--- config.mk ---
export PLATFORM = sky130hd
export DESIGN_NAME = uno_seq
export DESIGN_NICKNAME = d
export VERILOG_FILES = /design/src/rtl/uno_seq.sv
export SDC_FILE = /design/constraint.sdc
export NUM_CORES = 1
export LEC_CHECK = 0
export CAP_MARGIN = 20
export CORE_MARGIN = 5
export CORE_UTILIZATION = 45
export DETAILED_ROUTE_END_ITERATION = 16
export PLACE_DENSITY_LB_ADDON = 0.15
export SLEW_MARGIN = 0
export SYNTH_ARGS = -nofsm -noshare
export SYNTH_HDL_FRONTEND = slang
export SYNTH_SLANG_ARGS = --single-unit
--- constraint.sdc ---
create_clock -name clk -period 2.35 [get_ports clk]
set_clock_uncertainty 0.05 [all_clocks]
set_input_delay 0.705 -clock clk [delete_from_list [all_inputs] [get_ports clk]]
set_output_delay 0.705 -clock clk [all_outputs]
set_load 0.02 [all_outputs]
--- src/rtl/uno_seq.sv ---
// uno_seq: request sequencer and coefficient store for one uno PE.
// Emits the per-cycle PE control stream and flags finished results.
`ifndef MAC_BW
`define MAC_BW 12
`endif

module uno_seq #(
  parameter int MAC_BW  = `MAC_BW,
  parameter int ORDER   = 3,
  parameter int MAC_LAT = 1
) (
  input  logic                clk,
  input  logic                rst,
  input  logic                in_valid,
  output logic                in_ready,
  input  logic [1:0]          in_op,
  input  logic [MAC_BW-1:0]   in_x,
  input  logic [MAC_BW-1:0]   in_y,
  input  logic [2*MAC_BW-1:0] in_z,
  input  logic                in_last,
  input  logic                cfg_we,
  input  logic [1:0]          cfg_op,
  input  logic [2:0]          cfg_idx,
  input  logic [MAC_BW-1:0]   cfg_data,
  output logic [1:0]          u_op,
  output logic [MAC_BW-1:0]   u_x,
  output logic [MAC_BW-1:0]   u_y,
  output logic [2*MAC_BW-1:0] u_z,
  output logic [MAC_BW-1:0]   u_coeff,
  output logic                u_first_cycle,
  output logic                u_last_cycle,
  output logic                u_acc_en,
  output logic                u_issue,
  output logic                res_valid,
  output logic [1:0]          res_op
);

  localparam int KW = 4;
  localparam int CW = $clog2(MAC_LAT + 1);

  typedef enum logic [1:0] {
    S_IDLE,
    S_MACS,
    S_FUNC,
    S_DRAIN
  } state_t;

  state_t            r_state;
  logic [1:0]        r_op;
  logic [KW-1:0]     r_k;
  logic [CW-1:0]     r_cnt;
  logic [MAC_BW-1:0] r_coef [3][ORDER];

  logic              w_acc;
  logic [1:0]        w_rop;
  logic [KW-1:0]     w_rk;
  logic [MAC_BW-1:0] w_coeff;

  assign in_ready = !rst &&
                    (r_state == S_IDLE ||
                     r_state == S_MACS);
  assign w_acc = in_valid && in_ready;

  // IDLE looks up step 0 of the incoming op; FUNC the next step
  always_comb begin
    w_rop   = (r_state == S_IDLE) ? in_op : r_op;
    w_rk    = (r_state == S_IDLE) ? '0 : r_k;
    w_coeff = '0;
    for (int f = 0; f < 3; f++) begin
      for (int i = 0; i < ORDER; i++) begin
        if (w_rop == 2'(f + 1) && w_rk == KW'(i))
          w_coeff = r_coef[f][i];
      end
    end
  end

  always_ff @(posedge clk) begin
    if (rst) begin
      for (int f = 0; f < 3; f++)
        for (int i = 0; i < ORDER; i++)
          r_coef[f][i] <= '0;
    end else if (cfg_we) begin
      for (int f = 0; f < 3; f++)
        for (int i = 0; i < ORDER; i++)
          if (cfg_op == 2'(f + 1) && cfg_idx == 3'(i))
            r_coef[f][i] <= cfg_data;
    end
  end

  always_ff @(posedge clk) begin
    if (rst) begin
      r_state       <= S_IDLE;
      r_op          <= '0;
      r_k           <= '0;
      r_cnt         <= '0;
      u_op          <= '0;
      u_x           <= '0;
      u_y           <= '0;
      u_z           <= '0;
      u_coeff       <= '0;
      u_first_cycle <= 1'b0;
      u_last_cycle  <= 1'b0;
      u_acc_en      <= 1'b0;
      u_issue       <= 1'b0;
      res_valid     <= 1'b0;
      res_op        <= '0;
    end else begin
      u_op          <= '0;
      u_x           <= '0;
      u_y           <= '0;
      u_z           <= '0;
      u_coeff       <= '0;
      u_first_cycle <= 1'b0;
      u_last_cycle  <= 1'b0;
      u_acc_en      <= 1'b0;
      u_issue       <= 1'b0;
      res_valid     <= 1'b0;
      res_op        <= '0;
      unique case (r_state)
        S_IDLE: begin
          if (w_acc) begin
            u_x     <= in_x;
            u_y     <= in_y;
            u_issue <= 1'b1;
            if (in_op == 2'b00) begin
              u_z     <= in_z;
              r_op    <= 2'b00;
              r_cnt   <= '0;
              r_state <= in_last ? S_DRAIN : S_MACS;
            end else begin
              u_op          <= in_op;
              u_coeff       <= w_coeff;
              u_first_cycle <= 1'b1;
              r_op          <= in_op;
              r_k           <= KW'(1);
              r_state       <= S_FUNC;
            end
          end
        end
        S_MACS: begin
          // bubbles keep acc_en high so the PE accumulator holds
          u_acc_en <= 1'b1;
          if (w_acc) begin
            u_x     <= in_x;
            u_y     <= in_y;
            u_issue <= 1'b1;
            if (in_last) begin
              r_cnt   <= '0;
              r_state <= S_DRAIN;
            end
          end
        end
        S_FUNC: begin
          u_op    <= r_op;
          u_x     <= u_x;
          u_y     <= u_y;
          u_issue <= 1'b1;
          if (r_k == KW'(ORDER)) begin
            u_last_cycle <= 1'b1;
            r_cnt        <= '0;
            r_state      <= S_DRAIN;
          end else begin
            u_coeff <= w_coeff;
            r_k     <= r_k + KW'(1);
          end
        end
        S_DRAIN: begin
          if (r_cnt == CW'(MAC_LAT - 1)) begin
            res_valid <= 1'b1;
            res_op    <= r_op;
            r_state   <= S_IDLE;
          end else begin
            r_cnt <= r_cnt + CW'(1);
          end
        end
        default: r_state <= S_IDLE;
      endcase
    end
  end

endmodule

==> impl_metrics.toml, run 1 <==
[grt]
track_usage_pct = 20.6
grt_start_max_net_pins = 51
grt_pass1_wl_um = 32200
globalRoute.totalOverflow = 0
grt_pass1_vias = 6021
antenna_found_initial = 0

[routing]
wl_per_cell_um = 18.6
ant_nets = 0
drcViolationCount = 0
vias = 6004
viasPerCell = 5.43
drt_iter0_drc = 477
finalWirelength_um = 20600
first_pass_iters = 5

[placement]
gp_congestion = 0.857
port_buffers = 141
place_hpwl_um = 14800
pre_cts_slack_ps = -180

[layout]
nets = 946
drive_gt1_share_pct = 12.4
diodes = 0
final_cell_mix = "and2_1 (143), clkdlybuf4s50_1 (139), edfxtp_1 (108)"
nFillCells = 1361
final_common_cell = "and2_1"
area_growth_pct = 34.5

[timing]
fin_ws_ps = 48.1
period_share_pct = 98.0
fmax_mhz = 434
slew_viol_final = 0
slew_headroom_pct = 62.8
worstMarginPinSlew_ps = 553
whs_ps = 411
rsz0062_at_grt = "no"
setup_tns_ps = 0
hold_viol = 0
setup_viol = 0
fin_crit_ps = 2300

[job]
cap_viol_max_count = 0

[clocking]
post-cts-setup-buffers = 0
cts_tree = "done"
hold_buffers = 0
cts-root-buf = "clkbuf_16"
clkLatencyLatePin_ps = 430
clock_sinks = 185
path_clk_slew_ps = 60
cts_max_path_buffers = 2
cts_made_buffers = 17
cts_htree_levels = 4

[floorplanning]
num_rows = 48
start_util_pct = 45.7
coreArea_sq_mm = 0.0172
dieArea_sq_mm = 0.0202
chipHeight_um = 142
io_pins = 142
die_x_um = 142

[worst_setup_path]
crit_fanout = 4
setup.worst_path.end_class = "primary output"
cpMaxStageDelayCell = "dfxtp_1"
cp_slowest_stage_delay_ps = 320
crit_start = "r_state[0]"
startpoint_type = "flip-flop"
worstPathRequired_ps = 1590
critPathTopFamily = "buffers and inverters"
r2r-start = "r_state[0]"
path_cells = "buf_4 > ha_1 > nor2_2 > nor2_1 > clkdlybuf4s15_2"
worstPathArrival_ps = 1550
path_class = "flip-flop to primary output"
crit_buf_inv = 2

[logic_synthesis]
synth_edf_count = 108
synthCells = 693
yosysSeqAreaShare_pct = 60.8
ys_types = 52
ys_async_sr_fraction_pct = 0
yosysWarnings = 0
syn_nets = 771
ys_seq_elements = 185
ys.flop_type = "edfxtp_1"
syn_avg_cell_area_sq_um = 11.4
synth_area_sq_mm = 0.00787

[run_status]
outcome = "complete, no violations"

[power]
leakage_nw = 3.83
peakVddDrop_mv = 0.636
powerDensity_mw_per_mm2 = 812

[worst_hold_path]
hp-start = "u_y[0]"
hold_path.class = "flip-flop to flip-flop"
-- area by class of cell --
class / count / area, sq um / share of cell area [%]
sequential: 185 / 4780 / 45.2
multi-input combinational: 457 / 2910 / 27.5
timing repair buffer: 201 / 2000 / 18.8
clock buffer: 23 / 542 / 5.12
tap: 225 / 282 / 2.66
clock inverter: 9 / 55.1 / 0.520
inverter: 6 / 22.5 / 0.213
-- cell families (layout without fill, tap and decap cells) --
kind of cell / count (synthesis) / in the layout / synth area share, %
multiplexers: 1 / 1 / 0.127
AND/OR/NAND/NOR: 287 / 287 / 21.3
buffers and inverters: 51 / 239 / 2.65
adder cells (fa/ha/maj): 6 / 6 / 0.954
flip-flops: 185 / 185 / 60.8
AO/OA/AOI/OAI: 163 / 163 / 14.2
-- metal layers --
| metal | GRT usage (%) | share of wire, % | vias up |
|---|---|---|---|
| li1 | - | - | 2859 |
| met1 | 27.0 | 43 | 2878 |
| met2 | 34.2 | 48 | 238 |
| met3 | 4.17 | 7.0 | 29 |
| met4 | 7.12 | 1.8 | 0 |
| met5 | 0 | 0 | - |
-- worst min-delay path, delay by kind of cell, from the launching register on --
kind / cells / cell delay, ps
DFF: 1 / 310
AOI/OAI and AO/OA: 1 / 50
and+or+nand+nor: 1 / 50
-- registers in the layout (all words and copies together), names as in the netlist --
signal	count
r_coef	108
u_z	24
u_coeff	12
u_x	12
u_y	12
r_k	4
r_op	2
r_state	2
res_op	2
u_op	2
res_valid	1
u_acc_en	1
u_first_cycle	1
u_issue	1
u_last_cycle	1
-- final timing paths --
kind / endpoint / cells past startpoint / slack [ps]
worst max-delay path: in_ready / 5 / 50
worst min-delay path: u_y[0] / 2 / 410
worst max register to register: u_coeff[7] / 9 / 100
worst min register to register: u_y[0] / 2 / 410
-- stage by stage --
step	utilization, %	total power, mW	cell area (sq um)	cells
2_1_floorplan	-	4.89	7870	693
3_3_place_gp	57.8	5.77	9960	1074
3_5_place_dp	57.8	5.81	9960	1074
4_1_cts	61.3	8.62	10600	1106
5_1_grt	61.4	8.98	10600	1106
6_report	61.4	8.60	10600	1106
-- synthesized netlist by cell type (5+ instances only) --
cell	instances	area, sq um
and2_1	143	895
edfxtp_1	108	3240
dfxtp_1	77	1540
nand2_1	45	169
a21oi_1	41	205
clkbuf_1	29	109
nor2_1	28	105
nand3b_1	26	195
o21ai_0	20	100
a22oi_1	15	113
nand3_1	13	65.1
a211oi_1	11	82.6
buf_2	11	55.1
o22ai_1	10	62.6
a22o_1	9	78.8
a221oi_1	8	70.1
a21o_1	7	52.6
nand2b_1	7	43.8
o22a_1	7	61.3
a31oi_1	6	37.5
ha_1	6	75.1
inv_1	6	22.5
o211ai_1	5	37.5
-- power by group --
| part | internal, mW | switching (mW) |
|---|---|---|
| Combinational | 0.920 | 1.09 |
| Sequential | 3.66 | 0.118 |
| Clock | 1.62 | 1.18 |
-- what timing repair did --
action,4_1_cts,5_1_grt
endpoints found under the setup margin,12,12
resized for setup,7,3
pin swaps,0,1
gates cloned,0,0
No activity file was read; power rests on OpenSTA's default activity.
==> inputs of run 2 (changes only) <==
--- a/config.mk
+++ b/config.mk
@@ -6,10 +6,10 @@
 export NUM_CORES = 1
 export LEC_CHECK = 0
 export CAP_MARGIN = 20
-export CORE_MARGIN = 5
 export CORE_UTILIZATION = 45
 export DETAILED_ROUTE_END_ITERATION = 16
 export PLACE_DENSITY_LB_ADDON = 0.15
+export SKIP_CTS_REPAIR_TIMING = 1
 export SLEW_MARGIN = 0
 export SYNTH_ARGS = -nofsm -noshare
 export SYNTH_HDL_FRONTEND = slang
==> run 2 against run 1 <==
  * Count of clock-buffer cells in the layout grew 1
  * Utilization grew 1.2 points
  * Register-to-register slack about the same
  * Critical path type unchanged
  * Largest power group unchanged
==> impl_metrics.toml, run 2 (same netlist as run 1, synthesis figures left out) <==
[placement]
port_buffers = 141
pre_cts_slack_ps = -161
place_hpwl_um = 14400
gp_congestion = 0.886
placed_area_sq_mm = 0.00994

[timing]
setup_viol = 0
fin_crit_ps = 2260
slew_headroom_pct = 57.9
fin_ws_ps = 93.8
rsz0062_at_grt = "no"
hold_viol = 0
slew_viol_final = 0
fmax_mhz = 443
worstMarginPinSlew_ps = 629
period_share_pct = 96.0

[clocking]
clkLatencyLatePin_ps = 430
cts_made_buffers = 17
cts_htree_levels = 4
cts_tree = "done"
clock_sinks = 185
cts-root-buf = "clkbuf_16"
cts_max_path_buffers = 2
path_clk_slew_ps = 60

[worst_setup_path]
setup.worst_path.end_class = "primary output"
worstPathArrival_ps = 1500
crit_fanout = 5
startpoint_type = "flip-flop"
path_class = "flip-flop to primary output"
worstPathRequired_ps = 1590

[grt]
antenna_found_initial = 0
grt_pass1_wl_um = 31400
track_usage_pct = 23.2
grt_pass1_vias = 6072
grt_start_max_net_pins = 54
globalRoute.totalOverflow = 0

[layout]
largest_reg_flops = 108
drive_gt1_share_pct = 11.4
area_growth_pct = 33.8
nets = 942
diodes = 0
final_common_cell = "and2_1"
reg_top3 = "r_coef (108), u_z (24)"
top_register = "r_coef"
finish.instance_area_sq_mm = 0.0105
final_cell_mix = "and2_1 (143), clkdlybuf4s50_1 (139), edfxtp_1 (108)"

[routing]
finalWirelength_um = 20200
ant_nets = 0
wl_per_cell_um = 18.4
first_pass_iters = 5
drt_iter0_drc = 456
viasPerCell = 5.49
drcViolationCount = 0
vias = 6019

[floorplanning]
coreArea_sq_mm = 0.0168
io_pins = 142
chipHeight_um = 134
num_rows = 47
dieArea_sq_mm = 0.0180
start_util_pct = 46.8
die_x_um = 134

[job]
cap_viol_max_count = 0

[worst_hold_path]
hold_path.class = "flip-flop to flip-flop"

[power]
leakage_nw = 3.81
peakVddDrop_mv = 0.545
finalPower_mw = 8.51
powerDensity_mw_per_mm2 = 808

[run_status]
outcome = "complete, no violations"
-- run 2: final cells by class --
type / instances / area (sq um)
inverter: 6 / 22.5
tap: 220 / 275
fill: 1339 / 6290
clock inverter: 8 / 53.8
clock buffer: 24 / 528
multi-input combinational: 457 / 2890
sequential: 185 / 4780
timing repair buffer: 197 / 1980
-- run 2: critical path, stage by stage, from the launching register on --
cell	delay, ps
dfxtp_1	310
buf_4	150
ha_1	220
nor2_2	160
nor2_1	50
dlymetal6s2s_1	200
-- run 2: worst paths after layout --
path	from	endpoint	slack [ps]	cells after the start
worst min-delay path	u_x[1]	u_x[1]	410	2
worst max-delay path	r_state[0]	in_ready	90	5
worst max register to register	r_state[1]	u_coeff[7]	100	7
worst min register to register	u_x[1]	u_x[1]	410	2
-- run 2: per-stage QoR --
step / hold slack [ps] / instances / TNS (ps) / util (%)
final: 411 / 1097 / 0 / 62.6
after global routing: 438 / 1097 / 0 / 62.6
after CTS: 414 / 1097 / -319 / 62.5
after detailed placement: 404 / 1065 / -1100 / 59.1
after global placement: 389 / 1065 / -833 / 59.1
after floorplan: 455 / 693 / 0 / -
-- run 2: where the power goes --
group          switching (mW)  total (mW)  internal [mW]
clock                    1.19        2.77           1.58
combinational            1.07        1.96          0.890
sequential              0.127        3.79           3.66
total                    2.38        8.51           6.13
-- run 2: per-layer routing --
metal	vias up	global-route usage (%)	wire length, um
met5	-	0	0
met3	35	4.99	1200
met2	214	39.5	10100
met4	0	9.30	551
li1	2848	-	-
met1	2922	28.6	8370
==> inputs of run 3 (changes only) <==
--- a/config.mk
+++ b/config.mk
@@ -9,6 +9,7 @@
 export CORE_UTILIZATION = 45
 export DETAILED_ROUTE_END_ITERATION = 16
 export PLACE_DENSITY_LB_ADDON = 0.15
+export RECOVER_POWER = 100
 export SKIP_CTS_REPAIR_TIMING = 1
 export SLEW_MARGIN = 0
 export SYNTH_ARGS = -nofsm -noshare
==> run 3 against run 2 <==
  * Wire length is 0.32% lower
  * Flip-flop and latch count did not move
  * Maximum frequency about the same
  * Highest routed layer unchanged
  * Critical path type is now input pin to flip-flop
==> impl_metrics.toml, run 3 (same netlist as run 1, synthesis figures left out) <==
[routing]
drt_iter0_drc = 448
finalWirelength_um = 20100
wl_per_cell_um = 18.3
vias = 5992
viasPerCell = 5.46
ant_nets = 0
first_pass_iters = 5
drcViolationCount = 0

[layout]
reg_top3 = "r_coef (108), u_z (24)"
nets = 942
area_growth_pct = 31.3
finish.utilization_pct = 61.4
largest_reg_flops = 108
diodes = 0
top_register = "r_coef"
nFillCells = 1363
final_cell_mix = "edfxtp_1 (108), and2_1 (90), dfxtp_1 (77)"
final_common_cell = "edfxtp_1"
drive_gt1_share_pct = 10.1

[timing]
hold_viol = 0
slew_headroom_pct = 57.1
fmax_mhz = 443
setup_viol = 0
whs_ps = 407
slew_viol_final = 0
rsz0062_at_grt = "no"
worstMarginPinSlew_ps = 641
period_share_pct = 96.0
fin_ws_ps = 92.9
fin_crit_ps = 2260

[worst_setup_path]
setup.worst_path.end_class = "flip-flop"
r2r-start = "r_state[1]"
worstPathArrival_ps = 2290
path_class = "input pin to flip-flop"
reg2regPathDepth = 7
worstPathRequired_ps = 2390
startpoint_type = "input pin"
regToRegSetupSlack_ps = 110
crit_fanout = 12
r2r_end = "u_coeff[7]"

[placement]
gp_congestion = 0.886
pre_cts_slack_ps = -161
port_buffers = 141
place_hpwl_um = 14400

[grt]
antenna_found_initial = 0
grt_pass1_wl_um = 31400
globalRoute.totalOverflow = 0
grt_pass1_vias = 6072
track_usage_pct = 23.2
grt_start_max_net_pins = 54

[worst_hold_path]
hold_path.class = "flip-flop to flip-flop"
hold_depth = 2
hp-start = "u_y[9]"
holdPathEnd = "u_y[9]"

[clocking]
cts_max_path_buffers = 2
cts_tree = "done"
cts-root-buf = "clkbuf_16"
clkLatencyLatePin_ps = 430
cts_made_buffers = 17
path_clk_slew_ps = 60
clock_sinks = 185
cts_htree_levels = 4

[floorplanning]
die_x_um = 134
num_rows = 47
dieArea_sq_mm = 0.0180
start_util_pct = 46.8
coreArea_sq_mm = 0.0168
chipHeight_um = 134
io_pins = 142

[power]
leakage_nw = 3.89
peakVddDrop_mv = 0.544
powerDensity_mw_per_mm2 = 814

[run_status]
outcome = "complete, no violations"

[job]
cap_viol_max_count = 0
## run 3: report_power, final
group	total (mW)	internal, mW	switching (mW)
clock network	2.76	1.58	1.18
registers	3.78	3.66	0.122
logic	1.87	0.813	1.06
## run 3: cell type report
type | count | area, sq um | share of cell area [%]
Sequential cell | 185 | 4780 | 46.3
Timing Repair Buffer | 197 | 1790 | 17.3
Inverter | 6 | 22.5 | 0.218
Multi-Input combinational cell | 457 | 2880 | 27.9
Clock buffer | 24 | 528 | 5.11
Tap cell | 220 | 275 | 2.66
Clock inverter | 8 | 53.8 | 0.521
## run 3: stage by stage
stage	cell area, sq um	std cells	power (mW)	TNS, ps
floorplan	7870	693	4.89	0
global placement	9940	1065	5.75	-833
detailed placement	9940	1065	5.79	-1100
CTS	10500	1097	8.54	-319
global route	10300	1097	8.77	0
finish	10300	1097	8.41	0
## run 3: worst max-delay path, cell delays in order
cell	delay, ps
dlygate4sd3_1	570
nor3b_1	240
clkbuf_1	230
a41o_1	220
buf_2	340
## run 3: worst max path at each step
| stage | from | end | slack (ps) | depth (start not counted) |
|---|---|---|---|---|
| 2_1_floorplan | rst | in_ready | 20 | 4 |
| 3_3_place_gp | in_op[1] | u_coeff[7] | -100 | 6 |
| 3_5_place_dp | in_op[1] | u_coeff[7] | -160 | 6 |
| 4_1_cts | r_state[0] | in_ready | -320 | 5 |
| 5_1_grt | cfg_idx[1] | r_coef[0][62] | 10 | 7 |
| 6_report | cfg_idx[1] | r_coef[0][82] | 90 | 5 |
## run 3: metal layers
metal,GRT usage (%),wire [um],share of wire [%]
met2,39.5,10100,50
met4,9.30,485,2.4
met5,0,0,0
met3,4.99,1170,5.8
met1,28.6,8390,42
